## src/rtl/dmem_arbiter.sv

```systemverilog
// Two-port round-robin arbiter and command sequencer in front of a single-port data memory.
// Optional address range check is enabled by defining DMEM_ARB_RANGE_CHECK_EN.
module dmem_arbiter #(
  parameter int unsigned ADDR_W    = 32,
  parameter int unsigned DATA_W    = 32,
  parameter int unsigned MEM_DEPTH = 32
) (
  input  logic              clk,
  input  logic              rst,
  input  logic              req0,
  input  logic              we0,
  input  logic [ADDR_W-1:0] addr0,
  input  logic [DATA_W-1:0] wdata0,
  input  logic              req1,
  input  logic              we1,
  input  logic [ADDR_W-1:0] addr1,
  input  logic [DATA_W-1:0] wdata1,
  output logic              gnt0,
  output logic              gnt1,
  output logic              rvalid0,
  output logic              rvalid1,
  output logic [DATA_W-1:0] rdata0,
  output logic [DATA_W-1:0] rdata1,
  output logic [ADDR_W-1:0] mem_addr,
  output logic [DATA_W-1:0] mem_data,
  output logic              mem_wr_en,
  output logic              mem_read_en,
  input  logic [DATA_W-1:0] mem_q,
  output logic              err
);

`ifdef DMEM_ARB_RANGE_CHECK_EN
  localparam bit RANGE_CHECK = 1'b1;
`else
  localparam bit RANGE_CHECK = 1'b0;
`endif

  // last_gnt holds the index of the most recently granted port
  logic              last_gnt;
  logic              xfer_c;
  logic              sel_c;
  logic              xfer_we_c;
  logic [ADDR_W-1:0] xfer_addr_c;
  logic [DATA_W-1:0] xfer_wdata_c;
  logic              oob_c;

  logic              cmd_valid;
  logic              cmd_oob;
  logic              cmd_we;
  logic              cmd_port;
  logic [ADDR_W-1:0] cmd_addr;
  logic [DATA_W-1:0] cmd_wdata;

  logic              rsp_fire_c;
  logic [DATA_W-1:0] rsp_data_c;

  // Round-robin grant; a tie goes to the port that did not win last
  always_comb begin
    gnt0 = 1'b0;
    gnt1 = 1'b0;
    if (!rst) begin
      if (req0 && req1) begin
        gnt0 = last_gnt;
        gnt1 = ~last_gnt;
      end else begin
        gnt0 = req0;
        gnt1 = req1;
      end
    end
  end

  always_comb begin
    xfer_c       = (req0 & gnt0) | (req1 & gnt1);
    sel_c        = gnt1;
    xfer_we_c    = sel_c ? we1    : we0;
    xfer_addr_c  = sel_c ? addr1  : addr0;
    xfer_wdata_c = sel_c ? wdata1 : wdata0;
    oob_c        = RANGE_CHECK && (xfer_addr_c >= ADDR_W'(MEM_DEPTH));
  end

  always_ff @(posedge clk or posedge rst) begin
    if (rst) begin
      last_gnt <= 1'b1;
    end else if (xfer_c) begin
      last_gnt <= sel_c;
    end
  end

  // Command stage: one accepted access per cycle, out-of-range accesses carry no enables
  always_ff @(posedge clk or posedge rst) begin
    if (rst) begin
      cmd_valid <= 1'b0;
      cmd_oob   <= 1'b0;
      cmd_we    <= 1'b0;
      cmd_port  <= 1'b0;
      cmd_addr  <= '0;
      cmd_wdata <= '0;
    end else begin
      cmd_valid <= xfer_c & ~oob_c;
      cmd_oob   <= xfer_c & oob_c;
      if (xfer_c) begin
        cmd_we    <= xfer_we_c;
        cmd_port  <= sel_c;
        cmd_addr  <= xfer_addr_c;
        cmd_wdata <= xfer_wdata_c;
      end
    end
  end

  always_comb begin
    mem_addr    = cmd_valid ? cmd_addr  : '0;
    mem_data    = cmd_valid ? cmd_wdata : '0;
    mem_wr_en   = cmd_valid & cmd_we;
    mem_read_en = cmd_valid & ~cmd_we;
  end

  always_comb begin
    rsp_fire_c = (cmd_valid | cmd_oob) & ~cmd_we;
    rsp_data_c = cmd_valid ? mem_q : '0;
  end

  // Response stage: read data returned to the port that issued the command
  always_ff @(posedge clk or posedge rst) begin
    if (rst) begin
      rvalid0 <= 1'b0;
      rvalid1 <= 1'b0;
      rdata0  <= '0;
      rdata1  <= '0;
    end else begin
      rvalid0 <= 1'b0;
      rvalid1 <= 1'b0;
      if (rsp_fire_c) begin
        if (cmd_port) begin
          rvalid1 <= 1'b1;
          rdata1  <= rsp_data_c;
        end else begin
          rvalid0 <= 1'b1;
          rdata0  <= rsp_data_c;
        end
      end
    end
  end

`ifdef DMEM_ARB_RANGE_CHECK_EN
  always_ff @(posedge clk or posedge rst) begin
    if (rst) begin
      err <= 1'b0;
    end else begin
      err <= cmd_oob;
    end
  end
`else
  assign err = 1'b0;
`endif

endmodule
```

## config.mk

```make
export PLATFORM = sky130hd
export DESIGN_NAME = dmem_arbiter
export DESIGN_NICKNAME = d
export VERILOG_FILES = /design/src/rtl/dmem_arbiter.sv
export SDC_FILE = /design/constraint.sdc
export NUM_CORES = 1
export LEC_CHECK = 0
export CELL_PAD_IN_SITES_DETAIL_PLACEMENT = 1
export CELL_PAD_IN_SITES_GLOBAL_PLACEMENT = 1
export CORE_UTILIZATION = 30
export CTS_BUF_LIST = sky130_fd_sc_hd__clkbuf_16
export DETAILED_ROUTE_END_ITERATION = 16
export PLACE_DENSITY_LB_ADDON = 0.1
export SYNTH_ARGS = -nofsm -noshare
export SYNTH_HDL_FRONTEND = slang
export SYNTH_SLANG_ARGS = --single-unit
```

## constraint.sdc

```tcl
create_clock -name clk -period 6.7 [get_ports clk]
set_clock_uncertainty 0.05 [all_clocks]
set_input_delay 2.01 -clock clk [delete_from_list [all_inputs] [get_ports clk]]
set_output_delay 2.01 -clock clk [all_outputs]
set_load 0.02 [all_outputs]
```

* Word-level counts from Yosys, hierarchy flattened *
Cells that the tools add are included.

word-level totals
  logic and storage cells = 35
  register bits = 134
  bits of input ports = 166
  output and inout bits = 135

cells by class
  reduce and logical (&&, ||, !) cells = 3
  mux-type cells = 14
  bitwise gates (word level) = 8

operator list
  operator           count
  $mux 32            5
  $mux 1             9
  $and 1x1->1        4
  $reduce_and 2->1   2
  $not 1->1          3
  $logic_and 1x1->1  1
  $or 1x1->1         1

* Longest topological paths before layout *
Gate-level depths: netlist (run 1).

  depth after elaboration = 5
  gate-level depth with buffers = 5

* Least setup slack after synthesis (run 1) *
No wires, ideal clock.

  kind = input to output
  start point = in rst
  end point = out gnt0
  stages = 3
  data required time = 4.640 ns
  setup slack = 2.093 ns
  arrival = 2.547 ns
  path through = nand2b_1 > a21oi_2 > buf_2

on the way
  cells in the longest elaborated chain, start to end = 1

RTL lines
  element             line  RTL
  start: declaration  9     input logic rst,
  $mux 1              61    if (!rst) begin
  end: declaration    18    output logic gnt0,

No other way between the ends.

* Worst setup path in the final report (run 1) *
Same ends and word-level chain as after synthesis.

==> results by group, run 1 <==
Outcome
  • Status: completed

Critical path
  • R2R depth: 3
  • Critical path type: primary input to output pin
  • Critical path launch point type: primary input
  • Largest fanout on the critical path: 4
  • Crit path largest cell delay: about 0.62 ns
  • RR Endpoint: rdata0[29]
  • Cell Chain, Critical Path: clkdlybuf4s50_1, nand2b_1, a21oi_4, clkdlybuf4s50_1
  • Worst Setup End Kind: output pin
  • Reg-to-Reg Start: cmd_valid
  • Most used cell, CP: clkdlybuf4s50_1
  • CP delay by family, top: buffers and inverters
  • CP max stage cell: clkdlybuf4s50_1
  • Crit path required time: 4.64 ns
  • Worst reg-to-reg setup slack: between 3 and 4 ns
  • CP arrival: 3.57 ns
  • Crit path buf inv count: 2

STA
  • Hold slack: approximately 0.44 ns
  • Max_slew headroom: 29.1%
  • Fmax: 0.178 GHz
  • RSZ-0062 raised after global routing: no
  • Final Max Slew Viols: 0
  • Final Hold Fails: 0
  • Period utilization: 84.0%
  • Count of final setup violators: 0
  • Fin crit period: ~5.6 ns
  • TNS Setup: 0 ns
  • Worst-margin pin slew: 1.06 ns

Power and ir drop
  • Power per cell area: around 340 nW/um2
  • Total power: 3.24 mW
  • Static Leakage: 3.92 nW
  • IR drop worst, VDD: roughly 0.17 mV

Layout
  • Commonest non-fill, non-tap cell in the layout: clkdlybuf4s50_1
  • # diodes: 0
  • Fillers: 1967
  • Commonest non-fill, non-tap cells in the layout: clkdlybuf4s50_1, dfrtp_1, and2_1
  • Layout area overhead: 63.9%
  • Layout cells sized above 1: 10.2%
  • Nets: ~900
  • Final Instance Area: 9640 um2
  • Multi-input gate area: 2300 um2
  • Layout Utilization: between 50% and 60%
  • Register Area: 3360 um2

Min path
  • Hold Crit Start: rdata0[3]
  • Hold path depth: 1
  • Type of the worst min-delay path: flip-flop to flip-flop
  • Worst Hold Path EP: rdata0[3]

Clock network
  • TritonCTS clock tree: done
  • Post-CTS Setup Repair Bufs: 0
  • CTS clk-pin slew, worst paths: 0.06 ns
  • Hold Buf Count CTS: 0
  • CTS max path bufs: 2
  • CTS buffer count: 17
  • CTS root buffer: clkbuf_16
  • Post_cts resized: 0
  • Clock Latency Late Sink: 0.42 ns
  • Sink Count: 134
  • H-tree Lvls: 4

Die
  • I/O pin count: approximately 300
  • Die Span Y: 142 um
  • Die area: about 20000 um2
  • FP Rows: 50
  • Starting Density: 31.0%
  • Core ar.: roughly 19000 um2
  • Chip width: 142 um

Placed design
  • Routability cong.: 0.729
  • I/O Buffers: 299
  • Hpwl dp: 13.3 mm
  • DP Area: 9030 um2

Drt
  • Post-route ant nets: 0
  • Detailed-route DRC error count: 0
  • First-pass DRT Iterations: 4
  • DR iter-0 viols: approximately 160
  • Routed WL: 19.4 mm
  • Detailed-route vias per instance: 4.78
  • Vias: 4799
  • WL per Instance: a little under 20 um

Synth
  • Flops & latches, synth: 134
  • Yosys warnings: 0
  • Mean post-synth cell area: between 10 and 15 um2
  • Seq/Total Area, Yosys: 57.1%
  • Largest area contributor in the netlist: dfrtp_1
  • Netlist cell types: 21
  • Top cells by area, synth: dfrtp_1, a221o_1, and2_1, and2_0, mux2_2
  • Post-Syn Nets: between 600 and 700
  • Cells after Synth: 445
  • Yosys top cell area share: 56.6%
  • Synthesized area: 5880 um2

GRT
  • Total gr overflow: 0
  • First-pass GRT wire length: 30.3 mm
  • Antenna violations before repair: 0
  • Largest net degree at the start of global routing: just under 100
  • GRT Util Overall: 19.8%
  • Vias in the first global route: around 5.3k

Flow run
  • Max cap viols: 0
where the power goes:
| part | internal [mW] | leakage [nW] | switching, mW |
|---|---|---|---|
| Combinational | 0.604 | 2.02 | 0.514 |
| Sequential | 1.04 | 1.61 | 0.121 |
| Clock | 0.587 | 0.288 | 0.373 |
per-stage QoR:
step	cells	setup slack [ns]
detailed placement	973	1.06
finish	1005	1.07
global route	1005	1.00
floorplan	445	1.06
global placement	973	1.06
CTS	1005	1.05
worst max-delay path by stage:
stage	start	end	slack, ns	cells after the start
2_1_floorplan	rst	cmd_addr[0]	1.06	1
3_3_place_gp	rst	gnt0	1.06	4
3_5_place_dp	rst	gnt0	1.06	4
4_1_cts	rst	gnt0	1.05	4
5_1_grt	rst	gnt0	1.00	4
6_report	rst	gnt0	1.07	4
layout make-up:
type / count / share of cell area [%]
sequential: 134 / 34.8
timing repair buffer: 304 / 31.5
multi-input combinational: 271 / 23.9
clock buffer: 17 / 4.42
tap: 260 / 3.38
clock inverter: 15 / 1.83
inverter: 4 / 0.208
synth_stat cells:
cell / instances
a21oi_2: 2
a221o_1: 65
and2_0: 63
and2_1: 67
buf_2: 10
buf_4: 5
buf_6: 10
clkbuf_1: 11
conb_1: 1
dfrtp_1: 133
dfstp_2: 1
inv_1: 4
mux2_1: 31
mux2_2: 33
nand2_1: 2
nand2b_1: 2
nor2b_1: 1
nor2b_4: 1
o21ai_0: 1
o21ba_2: 1
o21bai_1: 1
cell families after synthesis:
| logic type | count (synthesis) | synth area share (%) |
|---|---|---|
| AND/OR/NAND/NOR | 136 | 14.5 |
| AO/OA/AOI/OAI | 70 | 11.7 |
| other | 1 | 0.0638 |
| buffers and inverters | 40 | 4.36 |
| multiplexers | 64 | 12.3 |
| flip-flops | 134 | 57.1 |
registers in the layout, indices dropped and copies added, names as in the netlist:
register   cells
cmd_valid      1
cmd_wdata     32
rvalid0        1
cmd_addr      32
last_gnt       1
rdata0        32
cmd_we         1
cmd_port       1
rvalid1        1
rdata1        32
routing by layer:
metal  vias up  GRT usage [%]  wire length, um
met5         -              0                0
met4         0           6.00              324
met3        23           7.81             1700
met2       213           32.6             9310
met1      2403           23.8             8030
li1       2160              -                -
Note: power is estimated with default switching activity, not from simulation.
==> run 2: changes to the inputs <==
--- a/config.mk
+++ b/config.mk
@@ -7,7 +7,7 @@
 export LEC_CHECK = 0
 export CELL_PAD_IN_SITES_DETAIL_PLACEMENT = 1
 export CELL_PAD_IN_SITES_GLOBAL_PLACEMENT = 1
-export CORE_UTILIZATION = 30
+export CORE_UTILIZATION = 27
 export CTS_BUF_LIST = sky130_fd_sc_hd__clkbuf_16
 export DETAILED_ROUTE_END_ITERATION = 16
 export PLACE_DENSITY_LB_ADDON = 0.1
==> constraint.sdc (replaced) <==
create_clock -name clk -period 4.85 [get_ports clk]
set_clock_uncertainty 0.05 [all_clocks]
set_input_delay 1.455 -clock clk [delete_from_list [all_inputs] [get_ports clk]]
set_output_delay 1.455 -clock clk [all_outputs]
set_load 0.02 [all_outputs]
==> run 2 against run 1 <==
  * Die area is 11% higher
  * Clock power is 33% higher
  * Sequential share of layout area is 0.15 points lower
  * Final cell count is 1.9% higher
  * Wire length is 0.39% higher
  * Flip-flop and latch count stayed put
  * Critical path type unchanged
  * Critical endpoint is now gnt1
  * Largest power group unchanged
  * Highest routed layer unchanged
==> results by group, run 2 (same netlist as run 1, synthesis figures left out) <==
GRT
  • Total gr overflow: 0 (unchanged)
  • Largest net degree at the start of global routing: 67 (-32%)
  • GRT Util Overall: 17.4% (-2.5 points)
  • Vias in the first global route: 5251 (-0.74%)
  • First-pass GRT wire length: 29.2 mm (-3.4%)
  • Antenna violations before repair: 0 (unchanged)

Drt
  • Post-route ant nets: 0 (unchanged)
  • DR iter-0 viols: 91 (-43%)
  • Detailed-route DRC error count: 0 (unchanged)
  • Routed WL: 19.4 mm (+0.39%)
  • Met2 WL post-DR: 9.40 mm (+0.99%)
  • Highest metal used: met4
  • Detailed-route vias per instance: 4.67 (-2.3%)
  • WL per Instance: 19.0 um (-1.5%)
  • Routed length on met1: 7.98 mm (-0.56%)
  • DR WL met3: 1.71 mm (+0.53%)
  • Vias: 4778 (-0.44%)
  • First-pass DRT Iterations: 4 (unchanged)

Placed design
  • Post-Place Worst Slack: 0.327 ns (-0.733 ns)
  • Routability cong.: 0.752 (+3.1%)
  • Cells after DPL: 992 (+2.0%)
  • Hpwl dp: 13.6 mm (+2.2%)
  • I/O Buffers: 299 (unchanged)

Die
  • Starting Density: 27.8% (-3.2 points)
  • I/O pin count: 301 (unchanged)
  • Chip width: 150 um (+5.3%)
  • FP Rows: 53 (+6.0%)
  • Die area: 22400 um2 (+11%)
  • Die Span Y: 150 um (+5.3%)
  • Core ar.: 21200 um2 (+12%)

Flow run
  • Max cap viols: 0 (unchanged)

Critical path
  • Worst Setup End Kind: output pin
  • Cell Chain, Critical Path: clkdlybuf4s50_1, nand2b_1, a21oi_4, clkdlybuf4s50_1
  • Crit path largest cell delay: 0.63 ns (about the same)
  • Most used cell, CP: clkdlybuf4s50_1
  • CP arrival: 3.02 ns (-0.55 ns)
  • Critical path launch point type: primary input
  • Largest fanout on the critical path: 3 (-1)
  • Crit path buf inv count: 2 (unchanged)
  • CP delay by family, top: buffers and inverters
  • Critical path type: primary input to output pin
  • CP max stage cell: clkdlybuf4s50_1
  • Crit path required time: 3.35 ns (-1.29 ns)
  • Worst reg-to-reg setup slack: 2.22 ns (-1.63 ns)

Layout
  • Fillers: 2204 (+12%)
  • Non-Filler Instances: 1024 (+1.9%)
  • Layout cells sized above 1: 11.1% (+0.88 points)
  • Nets: 902 (+0.45%)
  • Multi-input gate area: 2300 um2 (unchanged)
  • Layout Utilization: 45.8% (-5.1 points)
  • Layout area overhead: 64.6%
  • Commonest non-fill, non-tap cell in the layout: clkdlybuf4s50_1
  • Register Area: 3360 um2 (unchanged)
  • # diodes: 0 (unchanged)
  • Commonest non-fill, non-tap cells in the layout: clkdlybuf4s50_1, dfrtp_1, and2_1

STA
  • Final Hold Fails: 0 (unchanged)
  • TNS Setup: 0 ns (unchanged)
  • Fin crit period: roughly 4.5 ns
  • Count of final setup violators: 0 (unchanged)
  • Period utilization: roughly 93%
  • RSZ-0062 raised after global routing: no
  • Worst Slack Setup Final: 0.325 ns (-0.746 ns)
  • Fmax: roughly 0.22 GHz
  • Final Max Slew Viols: 0 (unchanged)
  • Max_slew headroom: 30.2% (+1.1 points)
  • Worst-margin pin slew: 1.05 ns (-0.0165 ns)

Outcome
  • Status: completed

Clock network
  • TritonCTS clock tree: done
  • Post-CTS Setup Repair Bufs: 0 (unchanged)
  • Clock Latency Late Sink: 0.41 ns (about the same)
  • CTS clk-pin slew, worst paths: 0.06 ns (about the same)
  • Hold Buf Count CTS: 0 (unchanged)
  • H-tree Lvls: 4 (unchanged)
  • Post_cts resized: 0 (unchanged)
  • Sink Count: 134 (unchanged)
  • CTS buffer count: 17 (unchanged)
  • CTS max path bufs: 2 (unchanged)
  • CTS root buffer: clkbuf_16

Min path
  • Type of the worst min-delay path: flip-flop to flip-flop

Power and ir drop
  • IR drop worst, VDD: 0.195 mV (+11%)
  • Static Leakage: 3.93 nW (+0.36%)
  • Total power: 4.42 mW (+36%)
  • Power per cell area: 456 nW/um2 (+36%)
run 2: cell count changes in the layout (fill, tap and decap cells not counted):
cell | before | now
buf_12 | 0 | 1
clkinv_2 | 0 | 1
inv_1 | 4 | 3
clkinv_4 | 1 | 2
buf_4 | 5 | 8
bufinv_16 | 3 | 1
inv_8 | 0 | 2
clkinv_8 | 0 | 1
clkinv_1 | 2 | 0
run 2: worst paths after layout:
kind,to,from,cells after the start
worst max-delay path,gnt1,req1,4
worst max register to register,rdata0[30],cmd_valid,3
worst min register to register,rdata0[8],rdata0[8],1
max in group asynchronous,last_gnt,rst,3
worst min-delay path,rdata0[8],rdata0[8],1
min in group asynchronous,cmd_wdata[4],rst,2
run 2: per-stage QoR:
step / cell area (um2) / hold slack (ns)
2_1_floorplan: 5880 / 0.429
3_3_place_gp: 9090 / 0.416
3_5_place_dp: 9090 / 0.424
4_1_cts: 9680 / 0.438
5_1_grt: 9680 / 0.451
6_report: 9680 / 0.433
run 2: power by group:
part,leakage [nW],total [mW],switching [mW],internal (mW)
clock network,0.282,1.28,0.552,0.727
logic,2.04,1.54,0.704,0.837
registers,1.61,1.60,0.162,1.43
total,3.93,4.42,1.42,3.00
run 2: worst register-to-register path, cell delays in order (launching register included):
cell and delay (ns):
dfrtp_2 0.88, nor2b_4 0.29, nor2b_4 0.86, mux2_2 0.43
run 2: metal layers:
layer	vias to the layer above	GRT usage (%)
met5	-	0
met4	0	5.82
met3	20	5.58
met2	199	28.7
met1	2390	21.3
li1	2169	-
run 2: area by class of cell:
cell class	count	area share [%]
Multi-Input combinational cell	271	23.8
Timing Repair Buffer	308	31.8
Inverter	4	0.194
Tap cell	275	3.56
Clock inverter	15	1.64
Clock buffer	17	4.40
Sequential cell	134	34.7
==> run 3: changes to the inputs <==
--- a/config.mk
+++ b/config.mk
@@ -10,7 +10,7 @@
 export CORE_UTILIZATION = 27
 export CTS_BUF_LIST = sky130_fd_sc_hd__clkbuf_16
 export DETAILED_ROUTE_END_ITERATION = 16
-export PLACE_DENSITY_LB_ADDON = 0.1
+export PLACE_DENSITY_LB_ADDON = 0.2
 export SYNTH_ARGS = -nofsm -noshare
 export SYNTH_HDL_FRONTEND = slang
 export SYNTH_SLANG_ARGS = --single-unit
==> run 3 against run 2 <==
  * Worst setup slack improved by 0.052 ns
  * Worst hold slack about the same
  * Die area stayed put
  * Maximum frequency is 1.2% higher
  * Final cell count fell by 0.29%
  * Core utilization increased by 0.059 points
  * Via count fell by 0.84%
  * First-iteration DRC count is 47% higher
  * Wire length is 0.86% lower
  * Sequential power about the same
  * Global-route usage grew 0.19 points
  * Sequential share of layout area hardly changed
  * Critical path type unchanged
  * Highest routed layer unchanged
==> results by group, run 3 (same netlist as run 1, synthesis figures left out) <==
Drt
  • Detailed-route vias per instance: 4.64 (-0.55%)
  • Vias: 4738 (-0.84%)
  • WL per Instance: 18.9 um (-0.57%)
  • Post-route ant nets: 0 (unchanged)
  • Routed WL: 19.3 mm (-0.86%)
  • Detailed-route DRC error count: 0 (unchanged)
  • DR iter-0 viols: 134 (+47%)
  • First-pass DRT Iterations: 4 (unchanged)

Critical path
  • Most used cell, CP: clkdlybuf4s50_1
  • Critical path type: primary input to output pin
  • Crit path largest cell delay: 0.62 ns (about the same)
  • Worst Setup End Kind: output pin
  • Crit path required time: 3.35 ns (about the same)
  • Crit path buf inv count: 2 (unchanged)
  • CP max stage cell: clkdlybuf4s50_1
  • CP arrival: 2.97 ns (-0.05 ns)
  • R2R depth: 3 (unchanged)
  • Cell Chain, Critical Path: clkdlybuf4s50_1, nand2b_1, a21oi_4, clkdlybuf4s50_1
  • Worst reg-to-reg setup slack: 2.24 ns (+0.02 ns)
  • Largest fanout on the critical path: 3 (unchanged)
  • Crit path depth: 4 (unchanged)
  • Critical path launch point type: primary input
  • CP delay by family, top: buffers and inverters

Clock network
  • Post_cts resized: 0 (unchanged)
  • CTS max path bufs: 2 (unchanged)
  • CTS root buffer: clkbuf_16
  • Post-CTS Setup Repair Bufs: 0 (unchanged)
  • Hold Buf Count CTS: 0 (unchanged)
  • CTS buffer count: 17 (unchanged)
  • Sink Count: 134 (unchanged)
  • TritonCTS clock tree: done
  • H-tree Lvls: 4 (unchanged)
  • CTS clk-pin slew, worst paths: 0.06 ns (about the same)
  • Clock Latency Late Sink: 0.41 ns (about the same)

Layout
  • Register Area: 3360 um2 (unchanged)
  • Commonest non-fill, non-tap cells in the layout: clkdlybuf4s50_1, dfrtp_1, and2_1
  • Layout cells sized above 1: 10.6% (-0.49 points)
  • Fillers: 2206 (+0.091%)
  • Nets: 899 (-0.33%)
  • Commonest non-fill, non-tap cell in the layout: clkdlybuf4s50_1
  • Layout area overhead: 64.8%
  • # diodes: 0 (unchanged)
  • Multi-input gate area: 2300 um2 (unchanged)

STA
  • Fin crit period: 4.47 ns (-0.0518 ns)
  • Final Hold Fails: 0 (unchanged)
  • Fmax: 0.224 GHz (+1.2%)
  • Max_slew headroom: 31.6% (+1.4 points)
  • Worst-margin pin slew: 1.02 ns (-0.0215 ns)
  • Period utilization: 92.2% (-1.1 points)
  • Final Max Slew Viols: 0 (unchanged)
  • Count of final setup violators: 0 (unchanged)
  • TNS Setup: 0 ns (unchanged)
  • RSZ-0062 raised after global routing: no

GRT
  • Largest net degree at the start of global routing: 135 (+100%)
  • Antenna violations before repair: 0 (unchanged)
  • GRT Util Overall: 17.6% (+0.19 points)
  • Total gr overflow: 0 (unchanged)
  • Vias in the first global route: 5279 (+0.53%)
  • First-pass GRT wire length: 29.8 mm (+1.9%)

Placed design
  • I/O Buffers: 299 (unchanged)
  • Routability cong.: 0.742 (-1.2%)
  • Hpwl dp: 13.5 mm (-0.67%)

Die
  • Chip width: 150 um (unchanged)
  • Die area: 22400 um2 (unchanged)
  • Die Span Y: 150 um (unchanged)
  • I/O pin count: 301 (unchanged)
  • Core ar.: 21200 um2 (unchanged)
  • FP Rows: 53 (unchanged)
  • Starting Density: 27.8% (unchanged)

Min path
  • Hold path depth: 1 (unchanged)
  • Type of the worst min-delay path: flip-flop to flip-flop

Flow run
  • Max cap viols: 0 (unchanged)

Power and ir drop
  • Power per cell area: 464 nW/um2 (+1.8%)
  • Static Leakage: 3.93 nW (about the same)
  • Total power: 4.50 mW (+1.9%)
  • IR drop worst, VDD: 0.212 mV (+8.9%)

Outcome
  • Status: completed
==> run 3: changes by cell type in the layout (fill, tap and decap cells not counted) <==
cell,before,now
clkinv_4,2,4
bufinv_16,1,3
clkinv_2,1,0
clkinvlp_4,3,2
clkinv_1,0,1
buf_4,8,5
clkinv_8,1,0
inv_6,6,4
==> run 3: per-stage QoR <==
stage / hold WS, ns / cells / worst slack, ns / utilization (%) / instance area (um2)
after floorplan: 0.429 / 445 / 1.35 / - / 5880
after global routing: 0.452 / 1021 / 0.299 / 45.8 / 9690
after detailed placement: 0.425 / 989 / 0.378 / 42.9 / 9070
after CTS: 0.440 / 1021 / 0.367 / 45.8 / 9690
after global placement: 0.417 / 989 / 0.392 / 42.9 / 9070
final: 0.432 / 1021 / 0.377 / 45.8 / 9690
==> run 3: final cells by class <==
type                    instances  share of cell area, %
repair buffers                305                   31.5
well taps                     275                   3.55
clock inverters                15                   2.00
multi-input cells             271                   23.8
flip-flops and latches        134                   34.6
clock buffers                  17                   4.39
inverters                       4                  0.194
==> run 3: power by group <==
part	total [mW]	leakage, nW	internal (mW)	switching [mW]
logic	1.54	2.02	0.836	0.701
registers	1.60	1.61	1.43	0.168
clock network	1.36	0.300	0.824	0.537
total	4.50	3.93	3.09	1.41
==> run 3: metal layers <==
layer | GRT usage, % | vias to the layer above | wire (um)
met2 | 28.7 | 219 | 9150
li1 | - | 2170 | -
met1 | 20.7 | 2327 | 7730
met3 | 6.98 | 22 | 2030
met5 | 0 | - | 0
met4 | 6.48 | 0 | 358
==> run 3: final timing paths <==
path                            startpoint            end
worst max-delay path                  req0           gnt0
worst min register to register  rdata0[22]     rdata0[22]
max in group asynchronous              rst  cmd_wdata[30]
worst min-delay path            rdata0[22]     rdata0[22]
worst max register to register   cmd_valid     rdata0[28]
min in group asynchronous              rst   cmd_wdata[6]
==> run 3: worst reg2reg max path: stages, from the launching register on <==
cell     delay [ns]
dfrtp_2        0.87
nor2b_4        0.30
nor2b_4        0.84
mux2_2         0.43
